$ cat src/rtl/irq_arbiter_12.sv
// 12-source interrupt arbiter: per-source edge/level capture, software mask, fixed priority
// (bit 0 highest) and a Req/Ack/Done handshake. Define IRQ_NESTING_EN for nested service.
module irq_arbiter_12 #(
    parameter logic [11:0] EDGE_MASK = 12'h000
) (
    input  logic        Clock,
    input  logic        Reset,
    input  logic [11:0] Irq_In,
    input  logic [11:0] Mask_In,
    input  logic        Mask_We,
    input  logic        Irq_Ack,
    input  logic        Irq_Done,
    output logic        Irq_Req,
    output logic [3:0]  Irq_Id,
    output logic        Any_Pending,
    output logic [11:0] Pending,
    output logic [11:0] In_Service,
    output logic [11:0] Mask_Out
);

    typedef enum logic [1:0] {
        ST_IDLE    = 2'd0,
        ST_REQ     = 2'd1,
        ST_SERVICE = 2'd2
    } state_t;

    state_t      state_reg, state_next;
    logic [11:0] pending_reg, pending_next;
    logic [11:0] in_service_reg, in_service_next;
    logic [11:0] mask_reg;
    logic [11:0] irq_hist_reg;
    logic        irq_req_reg, irq_req_next;
    logic [3:0]  irq_id_reg, irq_id_next;

    logic [11:0] eligible;
    logic        any_elig;
    logic [3:0]  win_idx;
    logic [11:0] id_onehot;
    logic        ack_take;
    logic [11:0] pend_clr;

    assign eligible  = pending_reg & ~mask_reg;
    assign any_elig  = |eligible;
    assign id_onehot = 12'(1) << irq_id_reg;
    assign pend_clr  = ack_take ? (id_onehot & EDGE_MASK) : 12'h000;

    // A fresh edge beats a same-cycle Ack clear; level sources just track the input.
    generate
        for (genvar gi = 0; gi < 12; gi++) begin : g_pend
            assign pending_next[gi] = EDGE_MASK[gi]
                ? ((Irq_In[gi] & ~irq_hist_reg[gi]) | (pending_reg[gi] & ~pend_clr[gi]))
                : Irq_In[gi];
        end
    endgenerate

    // Scan downward so the lowest eligible index is the last one written.
    always_comb begin
        win_idx = 4'd0;
        for (int i = 11; i >= 0; i--) begin
            if (eligible[i]) win_idx = 4'(i);
        end
    end

`ifdef IRQ_NESTING_EN
    logic [11:0] ins_lsb;
    logic [11:0] ins_below;
    logic [11:0] ins_after_done;
    logic        nest_hit;
    logic        done_take;

    assign ins_lsb        = in_service_reg & (~in_service_reg + 12'd1);
    assign ins_below      = ins_lsb - 12'd1;
    assign ins_after_done = in_service_reg & ~ins_lsb;
    assign nest_hit       = |(eligible & ins_below);
    assign done_take      = Irq_Done && !(irq_req_reg && Irq_Ack);
`endif

    always_ff @(posedge Clock) begin
        if (Reset) begin
            state_reg      <= ST_IDLE;
            pending_reg    <= 12'h000;
            in_service_reg <= 12'h000;
            mask_reg       <= 12'hFFF;
            irq_hist_reg   <= 12'h000;
            irq_req_reg    <= 1'b0;
            irq_id_reg     <= 4'd0;
        end else begin
            state_reg      <= state_next;
            pending_reg    <= pending_next;
            in_service_reg <= in_service_next;
            irq_hist_reg   <= Irq_In;
            irq_req_reg    <= irq_req_next;
            irq_id_reg     <= irq_id_next;
            if (Mask_We) mask_reg <= Mask_In;
        end
    end

    always_comb begin
        state_next = state_reg;
        case (state_reg)
            ST_IDLE:    if (any_elig) state_next = ST_REQ;
            ST_REQ:     if (Irq_Ack) state_next = ST_SERVICE;
            ST_SERVICE: begin
`ifdef IRQ_NESTING_EN
                // An outstanding nested request survives the stack emptying.
                if (done_take && ins_after_done == 12'h000)
                    state_next = irq_req_reg ? ST_REQ : ST_IDLE;
`else
                if (Irq_Done) state_next = ST_IDLE;
`endif
            end
            default:    state_next = ST_IDLE;
        endcase
    end

    always_comb begin
        ack_take        = 1'b0;
        irq_req_next    = irq_req_reg;
        irq_id_next     = irq_id_reg;
        in_service_next = in_service_reg;
        case (state_reg)
            ST_IDLE: begin
                if (any_elig) begin
                    irq_req_next = 1'b1;
                    irq_id_next  = win_idx;
                end
            end
            ST_REQ: begin
                if (Irq_Ack) begin
                    ack_take        = 1'b1;
                    irq_req_next    = 1'b0;
                    in_service_next = in_service_reg | id_onehot;
                end
            end
            ST_SERVICE: begin
`ifdef IRQ_NESTING_EN
                if (irq_req_reg && Irq_Ack) begin
                    ack_take        = 1'b1;
                    irq_req_next    = 1'b0;
                    in_service_next = in_service_reg | id_onehot;
                end else begin
                    if (Irq_Done) in_service_next = ins_after_done;
                    if (!irq_req_reg && !Irq_Done && nest_hit) begin
                        irq_req_next = 1'b1;
                        irq_id_next  = win_idx;
                    end
                end
`else
                if (Irq_Done) in_service_next = in_service_reg & ~id_onehot;
`endif
            end
            default: begin
                irq_req_next = 1'b0;
            end
        endcase
    end

    assign Irq_Req     = irq_req_reg;
    assign Irq_Id      = irq_id_reg;
    assign Any_Pending = |(pending_reg & ~mask_reg);
    assign Pending     = pending_reg;
    assign In_Service  = in_service_reg;
    assign Mask_Out    = mask_reg;

endmodule
$ cat config.mk
export PLATFORM = sky130hd
export DESIGN_NAME = irq_arbiter_12
export DESIGN_NICKNAME = d
export VERILOG_FILES = /design/src/rtl/irq_arbiter_12.sv
export SDC_FILE = /design/constraint.sdc
export NUM_CORES = 1
export LEC_CHECK = 0
export ABC_AREA = 1
export CAP_MARGIN = 10
export CORE_UTILIZATION = 42
export DETAILED_ROUTE_END_ITERATION = 7
export PLACE_DENSITY = 0.78
export SLEW_MARGIN = 30
export SYNTH_ARGS = -nofsm -noshare
export SYNTH_HDL_FRONTEND = slang
export SYNTH_SLANG_ARGS = --single-unit
$ cat constraint.sdc
create_clock -name Clock -period 4.4 [get_ports Clock]
set_input_delay 0.66 -clock Clock [delete_from_list [all_inputs] [get_ports Clock]]
set_output_delay 0.66 -clock Clock [all_outputs]
set_load 0.005 [all_outputs]
==> out/qor.yml, run 1 <==
status: "completed"
hold_violations: 0
io_buffers: 70
worstPathRequired_ps: 3740
grt_usage: 0.198
finalSetupTns_ps: 0
skew_ps: 3.69
numClockSinks: 43
synth_compound_gate_area_share: 0.154
synth_nets: 269
vias_per_cell: 4.80
cts_hold_buf: 0
yosys_warnings: 0
synth.area.mux_share: 0
cts_tree: "yes"
cts_root_buffer: "clkbuf_8"
postLayoutCellArea_um2: 2580
yosys.area_share.xor_xnor: 0
vias: 1729
htree_levels: 2
fillCellCount: 357
avgSynthCellArea_um2: 7.38
path_clk_slew_ps: 80
slew_headroom: 0.514
yosysUniqueCellTypes: 23
crit_arrival_ps: 1850
place_congestion: 0.837
cts_buffers: 5
nets: 338
startpoint_type: "flip-flop"
die_h_um: 66.9
fmax_ghz: 0.399
vdd_drop_max_mv: 0.188
worst_slew_pin_slew_ps: 727
areaGrowthSynthToFinish_pct: 45.9
setup_slack_ps: 1890
diodes: 0
layout.cells.most_common: "clkdlybuf4s50_1"
power_density_nw_per_um2: 323
maxCapViolCount: 0
yosysSeqAreaShare: 0.486
reg2regPathDepth: 9
synth_edf_count: 0
wl_mm: 4.18
fp.dieArea_um2: 4480
place_area_um2: 2500
syn_inst: 240
hold_path_depth: 2
synth_area_um2: 1770
die_x_um: 66.9
clk_path_buf_depth: 2
fin_crit_sh: 0.570
antenna_found_initial: 0
synthArstFlopShare: 0
grt_pass1_wl_mm: 6.58
crit_fanout: 3
dr.pass1.iters: 5
mostFrequentLayoutCells: "clkdlybuf4s50_1, dfxtp_1, inv_1"
crit_start: "Mask_Out[7]"
fp-row-count: 23
p_leak_nw: 1.15
cpPeakStageDelay_ps: 480
cts_resized: 0
synthFlopType: "dfxtp_1"
grt_max_degree: 36
holdCritPathClass: "reg -> reg"
setup_viol: 0
worstSkewPairLatency_ps: 300
synth_fa_ha_area_frac: 0
final_layout_size_suffix_gt1_frac: 0.0645
preCtsSetupSlack_ps: 2220
rsz0062_at_grt: "no"
grt-ovfl-total: 0
drc: 0
pin_count: 71
fin_crit_ps: 2510
initial_core_util: 0.439
maxSlewViolCount: 0
first_global_vias: 1538
cpMaxStageDelayCell: "clkdlybuf4s50_1"
path_class: "reg -> out"
crit_top_cell: "nand2_1"
routedWlPerCell_um: 11.6
end_kind: "output port"
coreArea_um2: 4030
postCtsSetupBuffers: 0
r2r_start: "state_reg[1]"
ys_ff_latch: 43
drtIter0Drc: 126
yosys.area_share.simple: 0.238
cp_cell_sequence: "inv_1 -> nand2_1 -> nand2_1 -> inv_1 -> nand3_1 -> nor3_1 -> nand2_1 -> clkdlybuf4s50_1"
dpl.hpwl_mm: 3.08
final_antenna_net_count: 0
synth_top_family_by_area: "simple AND/OR/NAND/NOR gates"
[cells by family (layout without fill, tap and decap cells)]
logic type / Yosys count / count (layout)
simple gates: 92 / 92
buf+inv: 54 / 124
compound gates: 51 / 51
flops: 43 / 43
[final timing paths]
kind,slack (ps),endpoint
setup / recovery,1890,Any_Pending
hold / removal,450,flip-flop
setup reg to reg,2670,flip-flop
hold reg to reg,450,flip-flop
[metrics by stage]
stage	cells	power (mW)	util	hold WS, ps
floorplan	240	0.514	-	440
global placement	352	0.594	0.620	438
global route	360	0.874	0.641	485
detailed placement	352	0.596	0.620	447
finish	360	0.833	0.641	453
CTS	360	0.838	0.641	457
[power by group]
group,switching (mW),internal [mW]
sequential,0.0216,0.412
combinational,0.0718,0.0832
clock,0.134,0.111
total,0.228,0.606
[per-layer routing]
metal	global-route usage	vias to the layer above	routed length [um]
met5	0	-	0
met4	0.0957	0	123
met3	0.0531	13	233
met2	0.323	63	1890
met1	0.237	753	1930
li1	-	900	-
[cell type report]
cell class,count,area [um2],area share
timing repair buffer,71,708,0.274
sequential,43,861,0.333
clock inverter,2,12.5,0.00484
clock buffer,6,72.6,0.0281
inverter,45,171,0.0664
multi-input combinational,143,694,0.269
tap,50,62.6,0.0242
[synth_stat cells, types with 2 or more instances]
master    number  area, um2
inv_1         40        150
a31oi_1        9       56.3
o21ai_0       19       95.1
inv_2          4       15.0
nand3_1        7       35.0
or2_2          2       12.5
nor2_1        26       97.6
nor3_1        10       50.1
a21oi_1       21        105
clkbuf_1       6       22.5
buf_2          2       10.0
nor4_1         3       18.8
dfxtp_1       43        861
nand2_1       39        146
[worst max-delay path, delay by kind of cell (launching register included)]
family                 cells  cell delay (ps)
DFF                        1              330
and+or+nand+nor            5              640
buffers and inverters      3              590
Power figures use the tool's default switching activity.
==> run 2, diff against run 1 <==
==> constraint.sdc (replaced) <==
create_clock -name Clock -period 2.5 [get_ports Clock]
set_input_delay 0.375 -clock Clock [delete_from_list [all_inputs] [get_ports Clock]]
set_output_delay 0.375 -clock Clock [all_outputs]
set_load 0.005 [all_outputs]
==> out/qor.yml, run 2 (same netlist as run 1, synthesis figures left out) <==
clk_path_buf_depth: 2  # unchanged
worst-path-buf-inv: 3  # unchanged
maxCapViolCount: 0  # unchanged
areaGrowthSynthToFinish_pct: 47.1  # was 45.9%
die_x_um: 66.9  # unchanged
multi_input_area_um2: 694  # unchanged
fp-row-count: 23  # unchanged
grt-ovfl-total: 0  # unchanged
mostFrequentLayoutCells: "clkdlybuf4s50_1, dfxtp_1, inv_1"  # unchanged
numClockSinks: 43  # unchanged
path_class: "reg -> out"  # unchanged
layout.cells.most_common: "clkdlybuf4s50_1"  # unchanged
routedWlPerCell_um: 11.3  # was 11.6 um
first_global_vias: 1607  # was 1538
coreArea_um2: 4030  # unchanged
drc: 0  # unchanged
vias: 1716  # was 1729
crit_arrival_ps: 1800  # was 1850 ps
power_density_nw_per_um2: 579  # was 323 nW/um2
die_h_um: 66.9  # unchanged
initial_core_util: 0.439  # unchanged
crit_top_cell: "nand2_1"  # unchanged
dpl.hpwl_mm: 3.14  # was 3.08 mm
rrSetupSlack_ps: 740  # was 2670 ps
crit_fanout: 3  # unchanged
grt_pass1_wl_mm: 6.80  # was 6.58 mm
cts_root_buffer: "clkbuf_8"  # unchanged
fillCellCount: 368  # was 357
holdCritPathClass: "reg -> reg"  # unchanged
skew_ps: 5.85  # was 3.69 ps
worstSkewPairLatency_ps: 290  # was 300 ps
vdd_drop_max_mv: 0.284  # was 0.188 mV
pin_count: 71  # unchanged
path_clk_slew_ps: 80  # about the same
grt_max_degree: 24  # was 36
startpoint_type: "flip-flop"  # unchanged
fin_crit_ps: 2170
io_buffers: 70  # unchanged
fin_crit_sh: 0.869
end_kind: "output port"  # unchanged
worstPathRequired_ps: 2120  # was 3740 ps
antenna_found_initial: 0  # unchanged
worst_slew_pin_slew_ps: 705  # was 727 ps
final_antenna_net_count: 0  # unchanged
dr.pass1.iters: 4  # was 5
vias_per_cell: 4.75  # was 4.80
power.total_mw: 1.51  # was 0.833 mW
regArea_um2: 861  # unchanged
preCtsSetupSlack_ps: 571  # was 2220 ps
fmax_ghz: 0.460
final_layout_size_suffix_gt1_frac: 0.0675  # was 0.0645
cts_buffers: 5  # unchanged
grt_usage: 0.202  # was 0.198
cts_tree: "yes"  # unchanged
dp.cells: 353  # was 352
fin_cells: 361  # was 360
nets: 339  # was 338
place_congestion: 0.824  # was 0.837
drtIter0Drc: 82  # was 126
setup_viol: 0  # unchanged
cpMaxStageDelayCell: "clkdlybuf4s50_1"  # unchanged
wl_mm: 4.08  # was 4.18 mm
rsz0062_at_grt: "no"  # unchanged
postCtsSetupBuffers: 0  # unchanged
setup_slack_ps: 326  # was 1890 ps
cp_cell_sequence: "inv_1 -> nand2_1 -> nand2_1 -> inv_1 -> nand3_1 -> nor3_1 -> nand2_1 -> clkdlybuf4s50_1"  # unchanged
cts_resized: 0  # unchanged
fp.dieArea_um2: 4480  # unchanged
maxSlewViolCount: 0  # unchanged
cts_hold_buf: 0  # unchanged
slew_headroom: 0.529  # was 0.514
p_leak_nw: 1.16  # was 1.15 nW
status: "completed"  # unchanged
cpPeakStageDelay_ps: 480  # about the same
hold_violations: 0  # unchanged
finalSetupTns_ps: 0  # unchanged
htree_levels: 2  # unchanged
diodes: 0  # unchanged
cp_top_family: "simple AND/OR/NAND/NOR gates"  # unchanged
==> run 2: changes by cell type in the layout (fill, tap and decap cells not counted), sizes merged <==
cell      delta
clkbuf       +2
clkinv       -1
clkinvlp     -1
buf          +1
==> run 2: area by class of cell <==
type	count	area share
clock buffer	8	0.0384
sequential	43	0.330
multi-input combinational	143	0.267
inverter	45	0.0658
timing repair buffer	72	0.275
tap	50	0.0240
==> run 2: path summary, 6_finish.rpt <==
path	start	cells after the start	endpoint
max	Mask_Out[7]	8	Any_Pending
min	flip-flop	2	flip-flop
min reg2reg	flip-flop	2	flip-flop
max reg2reg	state_reg[1]	9	flip-flop
==> run 2: worst register-to-register path, stage by stage, from the launching register on <==
cell	delay, ps
dfxtp_1	590
nand2_4	150
o21ai_2	150
inv_2	60
nor2_4	100
inv_2	80
nor2_8	110
inv_2	70
nor4_1	240
nor3_1	90
==> run 2: per-layer routing <==
layer  wire [um]  global-route usage
met1        1880               0.236
met2        1950               0.342
met3         201              0.0497
met4          50              0.0957
met5           0                   0
==> run 2: where the power goes <==
part / switching (mW) / internal [mW]
logic: 0.126 / 0.147
clock network: 0.222 / 0.252
registers: 0.0372 / 0.725
total: 0.384 / 1.12
==> run 2: through the flow <==
step / cell area (um2) / utilization / hold slack (ps)
floorplan: 1770 / - / 440
global placement: 2500 / 0.622 / 437
detailed placement: 2500 / 0.622 / 449
CTS: 2610 / 0.647 / 459
global route: 2610 / 0.647 / 479
finish: 2610 / 0.647 / 453
